<file path="src/rtl/snoopsplit_n_pkg.sv">
// Shared types and helpers for the N-way snooper splitter: FSM state encoding,
// width defaults and a wrapping way-index adder used by the arbiter.
package snoop_pkg;

  localparam int DEFAULT_DATA_WIDTH = 64;
  localparam int DEFAULT_ADDR_WIDTH = 10;

  typedef enum logic {
    SELECT = 1'b0,
    LOCKED = 1'b1
  } state_t;

  // (base + off) modulo n_ways, valid for base < n_ways and off < n_ways.
  function automatic int wrap_way(input int base, input int off, input int n_ways);
    int sum;
    sum = base + off;
    if (sum >= n_ways) sum = sum - n_ways;
    return sum;
  endfunction

endpackage

</file>
<file path="src/rtl/snoopsplit_n_if.sv">
// Bundle of the upstream packet-mem write port, the N fanned-out ways and the
// commit/drop reporting signals of snoopsplit_n.
interface snoopsplit_n_if
  import snoop_pkg::*;
#(
  parameter int DATA_WIDTH = DEFAULT_DATA_WIDTH,
  parameter int ADDR_WIDTH = DEFAULT_ADDR_WIDTH,
  parameter int N_WAYS     = 4,
  parameter int SEL_WIDTH  = $clog2(N_WAYS)
);

  logic [ADDR_WIDTH-1:0]        wr_addr;
  logic [DATA_WIDTH-1:0]        wr_data;
  logic                         mem_ready;
  logic                         wr_en;
  logic                         done;
  logic [N_WAYS*ADDR_WIDTH-1:0] wr_addr_out;
  logic [N_WAYS*DATA_WIDTH-1:0] wr_data_out;
  logic [N_WAYS-1:0]            mem_ready_in;
  logic [N_WAYS-1:0]            wr_en_out;
  logic [N_WAYS-1:0]            done_out;
  logic [SEL_WIDTH-1:0]         choice;
  logic                         commit_valid;
  logic [SEL_WIDTH-1:0]         commit_way;
  logic                         drop;

  modport slave (
    input  wr_addr, wr_data, wr_en, done, mem_ready_in,
    output mem_ready, wr_addr_out, wr_data_out, wr_en_out, done_out,
           choice, commit_valid, commit_way, drop
  );

  modport master (
    output wr_addr, wr_data, wr_en, done, mem_ready_in,
    input  mem_ready, wr_addr_out, wr_data_out, wr_en_out, done_out,
           choice, commit_valid, commit_way, drop
  );

endinterface

</file>
<file path="src/rtl/snoopsplit_n_arb.sv">
// Combinational way arbiter: first ready way searching upward from start with
// wrap. Tying start to 0 gives fixed lowest-index priority.
module snoopsplit_arb
  import snoop_pkg::*;
#(
  parameter int N_WAYS    = 4,
  parameter int SEL_WIDTH = $clog2(N_WAYS)
) (
  input  logic [N_WAYS-1:0]    ready,
  input  logic [SEL_WIDTH-1:0] start,
  output logic [SEL_WIDTH-1:0] grant,
  output logic                 any_ready
);

  logic [SEL_WIDTH-1:0] idx;

  // NOTE: every output of a combinational block is given a default before any
  // conditional assignment so no path leaves it unassigned (no latch).
  always_comb begin
    grant     = '0;
    idx       = '0;
    any_ready = |ready;
    // Walk from the farthest offset down so the nearest ready way wins last.
    for (int i = N_WAYS - 1; i >= 0; i--) begin
      idx = SEL_WIDTH'(wrap_way(int'(start), i, N_WAYS));
      if (ready[idx]) grant = idx;
    end
  end

endmodule

</file>
<file path="src/rtl/snoopsplit_n.sv">
// N-way snooper splitter: locks one ready way per packet and reports each
// committed packet's way in order. Define SNOOPSPLIT_RR_EN for round-robin arbitration.
module snoopsplit_n
  import snoop_pkg::*;
#(
  parameter int DATA_WIDTH = DEFAULT_DATA_WIDTH,
  parameter int ADDR_WIDTH = DEFAULT_ADDR_WIDTH,
  parameter int N_WAYS     = 4,
  parameter int SEL_WIDTH  = $clog2(N_WAYS)
) (
  input logic           clk,
  input logic           rst_n,
  snoopsplit_n_if.slave bus
);

  state_t               state, state_next;
  logic [SEL_WIDTH-1:0] locked_way, locked_next;
  logic [SEL_WIDTH-1:0] rr_ptr;
  logic [SEL_WIDTH-1:0] grant;
  logic [SEL_WIDTH-1:0] choice;
  logic                 any_ready;
  logic                 fwd;
  logic                 commit_set;
  logic                 drop_set;
  logic                 commit_valid_q;
  logic [SEL_WIDTH-1:0] commit_way_q;
  logic                 drop_q;
  logic [N_WAYS-1:0]    way_mask;

  snoopsplit_arb #(
    .N_WAYS   (N_WAYS),
    .SEL_WIDTH(SEL_WIDTH)
  ) u_arb (
    .ready    (bus.mem_ready_in),
    .start    (rr_ptr),
    .grant    (grant),
    .any_ready(any_ready)
  );

  always_comb begin
    state_next    = state;
    locked_next   = locked_way;
    choice        = locked_way;
    bus.mem_ready = 1'b0;
    fwd           = 1'b0;
    commit_set    = 1'b0;
    drop_set      = 1'b0;
    unique case (state)
      SELECT: begin
        bus.mem_ready = any_ready;
        fwd           = any_ready;
        if (any_ready) choice = grant;
        if (bus.wr_en || bus.done) begin
          if (!any_ready) begin
            drop_set = 1'b1;
          end else if (bus.done) begin
            commit_set = 1'b1;
          end else begin
            locked_next = grant;
            state_next  = LOCKED;
          end
        end
      end
      LOCKED: begin
        // Locked way keeps receiving beats even if its ready drops.
        bus.mem_ready = bus.mem_ready_in[locked_way];
        fwd           = 1'b1;
        if (bus.done) begin
          commit_set = 1'b1;
          state_next = SELECT;
        end
      end
      default: ;
    endcase
  end

  // NOTE: sequential state uses non-blocking assignments so all registers
  // update together from pre-edge values.
  always_ff @(posedge clk or negedge rst_n) begin
    if (!rst_n) begin
      state          <= SELECT;
      locked_way     <= '0;
      commit_valid_q <= 1'b0;
      commit_way_q   <= '0;
      drop_q         <= 1'b0;
    end else begin
      state          <= state_next;
      locked_way     <= locked_next;
      commit_valid_q <= commit_set;
      drop_q         <= drop_set;
      if (commit_set) commit_way_q <= choice;
    end
  end

`ifdef SNOOPSPLIT_RR_EN
  always_ff @(posedge clk or negedge rst_n) begin
    if (!rst_n) begin
      rr_ptr <= '0;
    end else if (commit_set) begin
      rr_ptr <= (choice == SEL_WIDTH'(N_WAYS - 1)) ? '0 : choice + 1'b1;
    end
  end
`else
  assign rr_ptr = '0;
`endif

  assign way_mask         = fwd ? (N_WAYS'(1) << choice) : '0;
  assign bus.wr_en_out    = bus.wr_en ? way_mask : '0;
  assign bus.done_out     = bus.done  ? way_mask : '0;
  assign bus.wr_addr_out  = {N_WAYS{bus.wr_addr}};
  assign bus.wr_data_out  = {N_WAYS{bus.wr_data}};
  assign bus.choice       = choice;
  assign bus.commit_valid = commit_valid_q;
  assign bus.commit_way   = commit_way_q;
  assign bus.drop         = drop_q;

endmodule

</file>
<file path="src/flat_wrapper.sv">
// flat-port wrapper written by rule: the top's interface ports become plain ports
module snoopsplit_n_flat import snoop_pkg::*;
#(
  parameter int DATA_WIDTH = DEFAULT_DATA_WIDTH,
  parameter int ADDR_WIDTH = DEFAULT_ADDR_WIDTH,
  parameter int N_WAYS     = 4,
  parameter int SEL_WIDTH  = $clog2(N_WAYS)
)
  (clk, rst_n, bus_wr_addr, bus_wr_data, bus_wr_en, bus_done, bus_mem_ready_in, bus_mem_ready, bus_wr_addr_out, bus_wr_data_out, bus_wr_en_out, bus_done_out, bus_choice, bus_commit_valid, bus_commit_way, bus_drop);
  snoopsplit_n_if #(.DATA_WIDTH(DATA_WIDTH), .ADDR_WIDTH(ADDR_WIDTH), .N_WAYS(N_WAYS), .SEL_WIDTH(SEL_WIDTH)) bus_i ();
  input logic clk;
  input logic rst_n;
  input wire logic [$bits(bus_i.wr_addr)-1:0] bus_wr_addr;
  input wire logic [$bits(bus_i.wr_data)-1:0] bus_wr_data;
  input wire logic [$bits(bus_i.wr_en)-1:0] bus_wr_en;
  input wire logic [$bits(bus_i.done)-1:0] bus_done;
  input wire logic [$bits(bus_i.mem_ready_in)-1:0] bus_mem_ready_in;
  output wire logic [$bits(bus_i.mem_ready)-1:0] bus_mem_ready;
  output wire logic [$bits(bus_i.wr_addr_out)-1:0] bus_wr_addr_out;
  output wire logic [$bits(bus_i.wr_data_out)-1:0] bus_wr_data_out;
  output wire logic [$bits(bus_i.wr_en_out)-1:0] bus_wr_en_out;
  output wire logic [$bits(bus_i.done_out)-1:0] bus_done_out;
  output wire logic [$bits(bus_i.choice)-1:0] bus_choice;
  output wire logic [$bits(bus_i.commit_valid)-1:0] bus_commit_valid;
  output wire logic [$bits(bus_i.commit_way)-1:0] bus_commit_way;
  output wire logic [$bits(bus_i.drop)-1:0] bus_drop;
  assign bus_i.wr_addr = bus_wr_addr;
  assign bus_i.wr_data = bus_wr_data;
  assign bus_i.wr_en = bus_wr_en;
  assign bus_i.done = bus_done;
  assign bus_i.mem_ready_in = bus_mem_ready_in;
  assign bus_mem_ready = bus_i.mem_ready;
  assign bus_wr_addr_out = bus_i.wr_addr_out;
  assign bus_wr_data_out = bus_i.wr_data_out;
  assign bus_wr_en_out = bus_i.wr_en_out;
  assign bus_done_out = bus_i.done_out;
  assign bus_choice = bus_i.choice;
  assign bus_commit_valid = bus_i.commit_valid;
  assign bus_commit_way = bus_i.commit_way;
  assign bus_drop = bus_i.drop;
  snoopsplit_n #(.DATA_WIDTH(DATA_WIDTH), .ADDR_WIDTH(ADDR_WIDTH), .N_WAYS(N_WAYS), .SEL_WIDTH(SEL_WIDTH)) u_core (.clk(clk), .rst_n(rst_n), .bus(bus_i));
endmodule
</file>
<file path="config.mk">
export PLATFORM = sky130hd
export DESIGN_NAME = snoopsplit_n_flat
export DESIGN_NICKNAME = d
export VERILOG_FILES = /design/src/rtl/snoopsplit_n_pkg.sv /design/src/rtl/snoopsplit_n_if.sv /design/src/rtl/snoopsplit_n_arb.sv /design/src/rtl/snoopsplit_n.sv /design/src/flat_wrapper.sv
export SDC_FILE = /design/constraint.sdc
export NUM_CORES = 1
export LEC_CHECK = 0
export ABC_AREA = 1
export BUFFER_PORTS_ARGS = -buffer_cell sky130_fd_sc_hd__buf_2
export CORE_AREA = 2 2 154 156
export CTS_CLUSTER_SIZE = 30
export DETAILED_ROUTE_END_ITERATION = 10
export DIE_AREA = 0 0 156 158
export PLACE_DENSITY = 0.43
export SETUP_SLACK_MARGIN = 0.4
export SYNTH_ARGS = -nofsm -noshare
export SYNTH_HDL_FRONTEND = slang
export SYNTH_SLANG_ARGS = --single-unit
</file>
<file path="constraint.sdc">
create_clock -name clk -period 1.55 [get_ports clk]
set_input_delay 0.31 -clock clk [delete_from_list [all_inputs] [get_ports clk]]
set_output_delay 0.31 -clock clk [all_outputs]
set_load 0.05 [all_outputs]
</file>
### Word level (Yosys, flattened, before mapping)

Cells that the tools add are included.
Widths: inputs -> output; s select.

* bits in registers: 7
* output and inout port bits: 311
* word-level logic and storage cells: 36

* bitwise logic cells: 2
* multiplexer cells: 24
* magnitude comparators: 1
* shifts and indexed selects: 1
* reductions and logical operators: 3

Operators by type and width (number)
* $mux 2: 6
* $mux 4: 3
* $mux 1: 10
* $pmux 1 s2: 4
* $reduce_and 4->1: 1
* $reduce_or 4->1: 1
* $shl 1x2->4 const A: 1
* $lt 2x3->1 const B: 1
* $bmux 1 s2: 1
* $not 1->1: 2
* $logic_or 1x1->1: 1

### Depth between registers and ports, before layout

Gate-level depths: netlist of the first run.

* depth in word-level cells: 9
* gate-level depth with buffers: 7
* depth with buffers taken out: 7

### Cells and area by module

From an unflattened synthesis of the first run, not the netlist that was laid out.

* cells, all modules: 408
* area, all modules: 2839.0 µm²

By module, submodules not included
* snoopsplit_n: area an instance 2650.0 µm², seq. area each 175.2 µm², cells each 362, times used 1
* snoopsplit_arb: area an instance 188.9 µm², seq. area each 0.0 µm², cells each 46, times used 1

### Least setup slack after synthesis of the first run

OpenSTA, ideal clock, no wires.

* path type: register to output
* start point: register u_core.state
* end point: output bus_done_out[0]
* data arrival time: 1.944 ns
* setup slack: -0.704 ns
* required time: 1.240 ns
* buffers on the path: 0
* stages on the path, launching flop included: 6
* path through: dfrtp_1 bufinv_8 nand2_4 nand2_2 nand2_4 nor3_1

* longest elaborated chain between the ends: 4
* elaborated cells on any way between the ends: 6
* classes of those cells: shift: 1; mux: 4; bitwise: 1

RTL lines
* start, declared: line snoopsplit_n.sv:16 `state_t state, state_next;`
* start signal, assigned: line snoopsplit_n.sv:87 `state <= state_next;`
* $mux 2: line snoopsplit_n.sv:48 `unique case (state)`
* net bus_choice[1]: line flat_wrapper.sv:23 `output wire logic [$bits(bus_i.choice)-1:0] bus_choice;`
* $shl 1x2->4: line snoopsplit_n.sv:107 `assign way_mask = fwd ? (N_WAYS'(1) << choice) : '0;`
* $mux 4: line snoopsplit_n.sv:107
* $mux 4: line snoopsplit_n.sv:109 `assign bus.done_out = bus.done ? way_mask : '0;`
* end, declared: line flat_wrapper.sv:22 `output wire logic [$bits(bus_i.done_out)-1:0] bus_done_out;`

The timed path passes the listed nets, and every way through them passes these cells.

### Final worst setup path of the first run

* start point: register u_core.state
* end point: output bus_done_out[1]

* longest elaborated chain between the ends: 4
* elaborated cells on any way between the ends: 6
* classes of those cells: shift: 1; mux: 4; bitwise: 1

RTL lines (line)
* $not 1->1 (no source line) / $mux 2 (equally long branches)
* $pmux 1 s2 / $shl 1x2->4 (equally long branches): snoopsplit_n.sv:48, snoopsplit_n.sv:107
* $mux 4 *: snoopsplit_n.sv:107
* $mux 4 *: snoopsplit_n.sv:109

Mark *: on every way between the ends. The rest lies on a longest branch, timed or not.

==> impl_metrics.tcl, run 1 <==
set metrics [dict create \
    seq_area_sq_um 176 \
    gp_congestion 0.702 \
    synthArstFlopShare 1.00 \
    fill_cells 2663 \
    multi_input_area_sq_um 497 \
    switching_share 0.372 \
    synth_edf_count 0 \
    synthCells 356 \
    drtIter0Drc 12 \
    yosysWarnings 0 \
    synth_top_area_cell "buf_4" \
    setup_viol 11 \
    fin_nets 188 \
    fin_cells 395 \
    r2r_cells 8 \
    drt-total-wl_um 5040 \
    syn2layout_area_growth_pct -43.3 \
    antenna_cells 0 \
    antenna_found_initial 0 \
    path_class "reg2out" \
    leakage_uw 0.000559 \
    worstSetupStartpointType "register" \
    synth-main-ff-cell "dfrtp_1" \
    start_util 0.118 \
    p_clk_frac 0.360 \
    hold-path-cell-count 2 \
    p_int_uw 764 \
    stdcell_area_sq_um 1540 \
    period_needed_ns 1.70 \
    crit_path_end_kind "primary output" \
    dp_cells 384 \
    place.port_buffers 22 \
    max-vdd-ir-drop_uv 284 \
    ios 393 \
    dp_slack_ns -0.195 \
    via_per_inst 2.06 \
    clkSinkCount 7 \
    synth.most_common_cell "buf_4" \
    slew_headroom 0.825 \
    cts_max_path_buffers 2 \
    yosys-top-cells-area "buf_4 (82%), dfrtp_1 (6.4%), nand2_4 (2.1%)" \
    drive_above_1_share 0.695 \
    rsz0062_at_grt "true" \
    switchingPower_uw 453 \
    fin_crit_sh 1.09 \
    reg2reg_from "u_core.state$_DFF_PN0_" \
    vias 815 \
    violations "setup timing" \
    ys_seq_area_frac 0.0644 \
    highest_layer "met4" \
    wl_met2_um 2260 \
    clock_skew_ns 0.00148 \
    min_from "bus_done" \
    syn_nets 438 \
    wl_per_cell_um 12.8 \
    maxCapViolations 0 \
    grt_pass1_vias 927 \
    clk_latency_ns 0.23 \
    syn-cell-area_sq_um 2720 \
    wl_met3_um 1770 \
    cts_tree "done" \
    dp_hpwl_um 4180 \
    drt_pass1_iterations 3 \
    cp.required_ns 1.24 \
    num_rows 56 \
    synth_seq_cells 7 \
    die_h_um 158 \
    h-tree-depth 1 \
    cts_root_buf "clkbuf_16" \
    hold_viol_final 0 \
    worstPathMaxFanout 7 \
    fmax_mhz 590 \
    crit_start "u_core.state$_DFF_PN0_" \
    track_usage 0.0370 \
    syn-mean-instance-area_sq_um 7.64 \
    yosys-top-cells-count "buf_4 (296), nand2_1 (13), dfrtp_1 (7), inv_1 (6), nand2_4 (5)" \
    seqPwrFrac 0.195 \
    place_area_sq_um 1220 \
    comb_power_share 0.445 \
    finalWorstSetupSlack_ns -0.146 \
    grt_pass1_wl_um 6690 \
    cp_data_arrival_time_ns 1.39 \
    grt_max_degree 8 \
    path_clk_slew_ns 0.04 \
    numCtsBuffers 3 \
    grt-ovfl-total 0 \
    power_density_nw_per_um2 789 \
    yosysUniqueCellTypes 21 \
    worst_pin_slew_ns 0.262 \
    core_area_sq_um 23100 \
    synth_top_area_share 0.817 \
    dieArea_sq_um 24600 \
    die_x_um 156 \
    status "finished with violations" \
    wl_met1_um 695 \
    ant_nets 0 \
    drc 0 \
    maxSlewViolCount 0 \
    min_path_type "in2reg" \
]
[metal layers]
layer | track usage | up-vias
li1 | - | 283
met1 | 0.0151 | 281
met2 | 0.0537 | 204
met3 | 0.0613 | 47
met4 | 0.0297 | 0
met5 | 0 | -
[path summary, 6_finish.rpt]
| path | end | slack [ns] |
|---|---|---|
| min in group asynchronous | u_core.bus.commit_way[1]$_DFFE_PN0P_ | 0.45 |
| worst max register to register | u_core.bus.commit_way[0]$_DFFE_PN0P_ | 0.34 |
| max in group asynchronous | u_core.locked_way[0]$_DFFE_PN0P_ | 0.92 |
| worst min-delay path | u_core.locked_way[1]$_DFFE_PN0P_ | 0.36 |
| worst max-delay path | bus_done_out[1] | -0.15 |
| worst min register to register | u_core.bus.commit_way[1]$_DFFE_PN0P_ | 0.48 |
[power groups by stage]
stage | Combinational (uW) | Sequential [uW] | Clock, uW
finish | 541 | 237 | 439
global route | 576 | 241 | 460
CTS | 509 | 235 | 449
detailed placement | 430 | 237 | 0
global placement | 433 | 238 | 0
floorplan | 2340 | 266 | 0
[layout make-up]
type / count / area share
Timing Repair Buffer: 41 / 0.250
Inverter: 8 / 0.0276
Tap cell: 290 / 0.235
Sequential cell: 7 / 0.114
Multi-Input combinational cell: 45 / 0.322
Clock buffer: 4 / 0.0511
[worst max-delay path: stages, from the launching register on]
cell and delay (ns):
dfrtp_1 0.42, inv_8 0.12, nand2_8 0.08, nand2_8 0.07, nand2_8 0.09, buf_6 0.14, nor2_4 0.07, buf_6 0.16
[state kept, by name, summed over array words and instances, names as in the netlist]
register and flops:
u_core.locked_way 2, u_core.bus.commit_valid 1, u_core.bus.drop 1, u_core.bus.commit_way 2, u_core.state 1
[kinds of logic (layout without fill, tap and decap cells)]
| kind of cell | after synthesis | count (layout) | share of synthesized area |
|---|---|---|---|
| flip-flops | 7 | 7 | 0.0644 |
| AND/OR/NAND/NOR | 35 | 35 | 0.0805 |
| buffers and inverters | 304 | 53 | 0.833 |
| AO/OA/AOI/OAI | 10 | 10 | 0.0216 |
[metrics by stage]
step / power (uW) / hold slack, ns / TNS, ns / utilization
floorplan: 2610 / 0.0144 / -0.118 / -
global placement: 671 / 0.156 / -1.52 / 0.0528
detailed placement: 667 / 0.157 / -1.40 / 0.0528
CTS: 1190 / 0.336 / -1.43 / 0.0636
global route: 1280 / 0.370 / -1.82 / 0.0669
finish: 1220 / 0.358 / -1.23 / 0.0669
[cells in the final DEF (no fill, tap or decap), drive strengths merged]
| cell type | count |
|---|---|
| nor2 | 7 |
| a21oi | 4 |
| nand3b | 1 |
| nand3 | 4 |
| o21ai | 4 |
| dlygate4sd3 | 1 |
| a21boi | 1 |
| nand4 | 1 |
| nand2 | 20 |
| nor3 | 2 |
| inv | 8 |
| o31ai | 1 |
| buf | 40 |
| dfrtp | 7 |
| clkbuf | 4 |
[timing repair]
item,4_1_cts,5_1_grt
hold buffers,1,0
resized for setup,37,12
endpoints found under the hold margin,7,0
setup endpoints to repair,17,15
pin swaps,6,8
setup buffers,4,2
No activity file was read; power rests on OpenSTA's default activity.
==> run 2, diff against run 1 <==
CELL_PAD_IN_SITES_DETAIL_PLACEMENT = 1   (was not set)
CELL_PAD_IN_SITES_GLOBAL_PLACEMENT = 2   (was not set)
CORE_AREA = 2 2 152 154   (was 2 2 154 156)
DIE_AREA = 0 0 154 156   (was 0 0 156 158)
PLACE_DENSITY = 0.82   (was 0.43)
==> run 2 against run 1 <==
  * Wire length decreased by 7.2%
  * Global-route usage is essentially flat
  * The run still ends with setup timing left
  * Clock skew is 0.0024 ns higher
==> impl_metrics.tcl, run 2 (synthesized netlist as in run 1, its figures left out) <==
set metrics [dict create \
    status "finished with violations" \
    violations "setup timing" \
    p_clk_frac 0.353 \
    power_density_nw_per_um2 802 \
    cp_data_arrival_time_ns 1.39 \
    drt_pass1_iterations 4 \
    ant_nets 0 \
    dieArea_sq_um 24000 \
    ios 393 \
    met2_usage 0.0506 \
    min_path_type "in2reg" \
    leakage_uw 0.000588 \
    drtIter0Drc 24 \
    h-tree-depth 1 \
    slew_headroom 0.828 \
    max-vdd-ir-drop_uv 262 \
    antenna_cells 0 \
    fin_crit_sh 1.10 \
    grt_use_met3 0.0297 \
    switchingPower_uw 466 \
    fmax_mhz 587 \
    cts_tree "done" \
    die_x_um 154 \
    core_area_sq_um 22400 \
    worst_pin_slew_ns 0.258 \
    cts_root_buf "clkbuf_16" \
    syn2layout_area_growth_pct -42.9 \
    track_usage 0.0369 \
    worst_hold_slack_ns 0.359 \
    maxSlewViolCount 0 \
    num_rows 55 \
    via_per_inst 2.10 \
    dp_hpwl_um 3740 \
    place.port_buffers 22 \
    grt-ovfl-total 0 \
    comb_power_share 0.456 \
    grt_pass1_vias 1011 \
    hold_viol_final 0 \
    worstPathMaxFanout 8 \
    drt-total-wl_um 4670 \
    start_util 0.122 \
    drc 0 \
    gp_congestion 0.686 \
    clk_latency_ns 0.23 \
    grt_pass1_wl_um 6500 \
    fin_nets 189 \
    vias 821 \
    period_needed_ns 1.70 \
    worstSetupStartpointType "register" \
    p_int_uw 778 \
    die_h_um 156 \
    final_util 0.0694 \
    antenna_found_initial 0 \
    clkSinkCount 7 \
    setup_viol 11 \
    wl_per_cell_um 12.0 \
    grt-busiest-layer "met4" \
    path_class "reg2out" \
    met1_usage 0.0184 \
    dp_cells 379 \
    finalWorstSetupSlack_ns -0.154 \
    rsz0062_at_grt "true" \
    cp.required_ns 1.24 \
    cts_max_path_buffers 2 \
    seqPwrFrac 0.191 \
    layout_common_cells "buf_4 (14), buf_6 (10), buf_2 (9)" \
    switching_share 0.374 \
    numCtsBuffers 3 \
    maxCapViolations 0 \
    crit_path_end_kind "primary output" \
    fin_cells 391 \
    clock_skew_ns 0.00391 \
    finalSetupTns_ns -1.31 \
    grt_max_degree 9 \
    mostFrequentLayoutCell "buf_4" \
    drive_above_1_share 0.755 \
    path_clk_slew_ns 0.04 \
]
==> run 2: metrics by stage <==
| stage | power (uW) | setup WS, ns | instance area [sq um] |
|---|---|---|---|
| 5_1_grt | 1300 | -0.218 | 1550 |
| 3_5_place_dp | 695 | -0.189 | 1220 |
| 4_1_cts | 1230 | -0.165 | 1480 |
| 3_3_place_gp | 685 | -0.186 | 1220 |
| 2_1_floorplan | 2610 | -0.0351 | 2880 |
| 6_report | 1240 | -0.154 | 1550 |
==> run 2: what timing repair did <==
item	4_1_cts	5_1_grt
endpoints found under the hold margin	7	0
endpoints found under the setup margin	15	16
gates cloned	0	0
setup buffers	3	4
resized for setup	41	10
hold buffers	1	0
pin swaps	11	12
==> run 2: layout make-up <==
class | count | area (sq um)
multi-input combinational | 45 | 497
tap | 285 | 357
inverter | 8 | 40.0
sequential | 7 | 176
timing repair buffer | 42 | 403
clock buffer | 4 | 78.8
fill | 2613 | 20800
==> run 2: final timing paths <==
path                                                       from                                    to  slack (ns)  depth (start not counted)
max                                      u_core.state$_DFF_PN0_                       bus_done_out[3]       -0.15                          6
min reg2reg                u_core.bus.commit_way[0]$_DFFE_PN0P_  u_core.bus.commit_way[0]$_DFFE_PN0P_        0.51                          2
min in group asynchronous                                 rst_n             u_core.bus.drop$_DFF_PN0_        0.46                          2
max in group asynchronous                                 rst_n      u_core.locked_way[0]$_DFFE_PN0P_        0.91                          2
max reg2reg                              u_core.state$_DFF_PN0_      u_core.locked_way[1]$_DFFE_PN0P_        0.27                          6
min                                                    bus_done                u_core.state$_DFF_PN0_        0.36                          2
==> run 2: critical path, stage by stage, from the launching register on <==
cell	delay (ns)
dfrtp_1	0.42
inv_8	0.11
nand3b_4	0.12
nand2_8	0.13
nand2_4	0.08
a21oi_4	0.12
buf_6	0.17
==> run 2: power by group through the flow <==
stage          combinational (uW)  clock (uW)  sequential, uW
6_report                      567         439             238
3_3_place_gp                  449           0             237
3_5_place_dp                  458           0             237
4_1_cts                       546         446             238
2_1_floorplan                2340           0             266
5_1_grt                       603         458             241
==> run 2: layer usage <==
layer / routed length [um] / part of all wire
met1: 762 / 0.16
met5: 0 / 0
met4: 873 / 0.19
met3: 1060 / 0.23
met2: 1980 / 0.42
==> run 3, diff against run 2 <==
CORE_AREA = not set   (was 2 2 152 154)
CORE_MARGIN = 8   (was not set)
CORE_UTILIZATION = 13   (was not set)
DIE_AREA = not set   (was 0 0 154 156)
PLACE_DENSITY = 0.87   (was 0.82)
==> run 3 against run 2 <==
  * The run still ends with setup timing left
  * Critical path depth rose by 1
  * Register-to-register slack worse by 0.04 ns
  * Combinational power down 3%
  * Power fell by 1.5%
  * Core utilization increased by 0.48 points
  * Clock power about the same
  * Sequential power about the same
  * Fmax decreased by 0.70%
  * Non-clock buffer count rose by 2
==> impl_metrics.tcl, run 3 (synthesized netlist as in run 1, its figures left out) <==
set metrics [dict create \
    drt_pass1_iterations 2 \
    finalWorstSetupSlack_ns -0.167 \
    numCtsBuffers 3 \
    layout_common_cells "buf_6 (17), buf_4 (13), nand2_1 (9)" \
    place.port_buffers 22 \
    max-vdd-ir-drop_uv 235 \
    clk_latency_ns 0.23 \
    antenna_cells 0 \
    worstPathMaxFanout 7 \
    reg2reg_from "u_core.state$_DFF_PN0_" \
    min_from "bus_done" \
    power_density_nw_per_um2 796 \
    violations "setup timing" \
    crit_chain "inv_8 > nand2_8 > nand2_4 > nand2_8 > buf_6 > nor2_4 > buf_8" \
    fin_crit_sh 1.11 \
    crit_path_max_incr_delay_ns 0.42 \
    cts_root_buf "clkbuf_16" \
    setup_viol 11 \
    ant_nets 0 \
    wl_per_cell_um 12.7 \
    dieArea_sq_um 25800 \
    period_needed_ns 1.72 \
    cp.required_ns 1.24 \
    syn2layout_area_growth_pct -43.4 \
    grt_pass1_vias 999 \
    dp_slack_ns -0.188 \
    hold_viol_final 0 \
    rsz0062_at_grt "true" \
    grt_pass1_wl_um 6910 \
    crit_top_cell "nand2_8" \
    worst_pin_slew_ns 0.238 \
    path_class "reg2out" \
    drt-total-wl_um 4870 \
    fin_nets 191 \
    die_h_um 161 \
    path_clk_slew_ns 0.04 \
    dp_hpwl_um 4130 \
    crit_path_end_kind "primary output" \
    finalSetupTns_ns -1.31 \
    cts_max_path_buffers 2 \
    mostFrequentLayoutCell "buf_6" \
    antenna_found_initial 0 \
    fill_cells 2441 \
    grt_max_degree 8 \
    drc 0 \
    leakage_uw 0.000588 \
    maxSlewViolCount 0 \
    cts_tree "done" \
    die_x_um 161 \
    fmax_mhz 583 \
    drive_above_1_share 0.731 \
    crit_start "u_core.state$_DFF_PN0_" \
    status "finished with violations" \
    num_rows 53 \
    vias 812 \
    seq_area_sq_um 176 \
    worstSetupStartpointType "register" \
    via_per_inst 2.12 \
    clkSinkCount 7 \
    gp_congestion 0.669 \
    path_buf_inv 3 \
    maxCapViolations 0 \
    clock_skew_ns 0.000515 \
    multi_input_area_sq_um 480 \
    track_usage 0.0365 \
    min_path_type "in2reg" \
    slew_headroom 0.840 \
    core_area_sq_um 20800 \
    cp_data_arrival_time_ns 1.41 \
    start_util 0.131 \
    path_delay_family "flip-flops" \
    crit_path_top_delay_cell "dfrtp_1" \
    h-tree-depth 1 \
    grt-ovfl-total 0 \
    drtIter0Drc 13 \
    ios 393 \
]
==> run 3: worst register-to-register path: cells and delay by family, from the launching register on <==
family	cells	cell delay, ns
buffers and inverters	4	0.51
DFF	1	0.42
AOI/OAI and AO/OA	1	0.17
and+or+nand+nor	1	0.12
==> run 3: layout make-up <==
| class | instances | share of cell area |
|---|---|---|
| multi-input cells | 45 | 0.312 |
| inverters | 8 | 0.0276 |
| flip-flops and latches | 7 | 0.115 |
| well taps | 275 | 0.224 |
| repair buffers | 44 | 0.271 |
| clock buffers | 4 | 0.0512 |
==> run 3: worst paths after layout <==
kind	to	slack (ns)	cells after the start
setup / recovery	bus_wr_en_out[1]	-0.17	7
hold / removal	u_core.locked_way[1]$_DFFE_PN0P_	0.43	3
setup reg to reg	u_core.locked_way[1]$_DFFE_PN0P_	0.23	6
hold reg to reg	u_core.bus.commit_way[1]$_DFFE_PN0P_	0.48	2
max in group asynchronous	u_core.locked_way[0]$_DFFE_PN0P_	0.90	2
min in group asynchronous	u_core.bus.commit_valid$_DFF_PN0_	0.46	2
==> run 3: report_power, final <==
group | leakage, uW | switching [uW] | internal [uW]
sequential | 0.0000894 | 30.8 | 206
combinational | 0.000460 | 328 | 223
clock | 0.0000382 | 96.1 | 342
==> run 3: metal layers <==
| metal | vias to the layer above | track usage | part of all wire |
|---|---|---|---|
| met5 | - | 0 | 0 |
| met4 | 0 | 0.0722 | 0.19 |
| met3 | 96 | 0.0282 | 0.20 |
| met2 | 133 | 0.0554 | 0.46 |
| met1 | 294 | 0.0167 | 0.16 |
| li1 | 289 | - | - |
==> run 3: repair_timing <==
action                                  in CTS  in global routing
pin swaps                                    7                  3
gates cloned                                 0                  0
endpoints found under the hold margin        7                  0
hold buffers                                 1                  0
endpoints found under the setup margin      16                 17
resized for setup                           34                 11
setup buffers                                4                  3
==> run 3: through the flow <==
step	power, uW	hold WS [ns]	util	instance area, sq um	std cells
floorplan	2610	0.0144	-	2880	356
global placement	704	0.166	0.0599	1240	371
detailed placement	709	0.169	0.0599	1240	371
CTS	1230	0.442	0.0713	1480	380
global route	1300	0.439	0.0741	1540	383
finish	1230	0.433	0.0741	1540	383
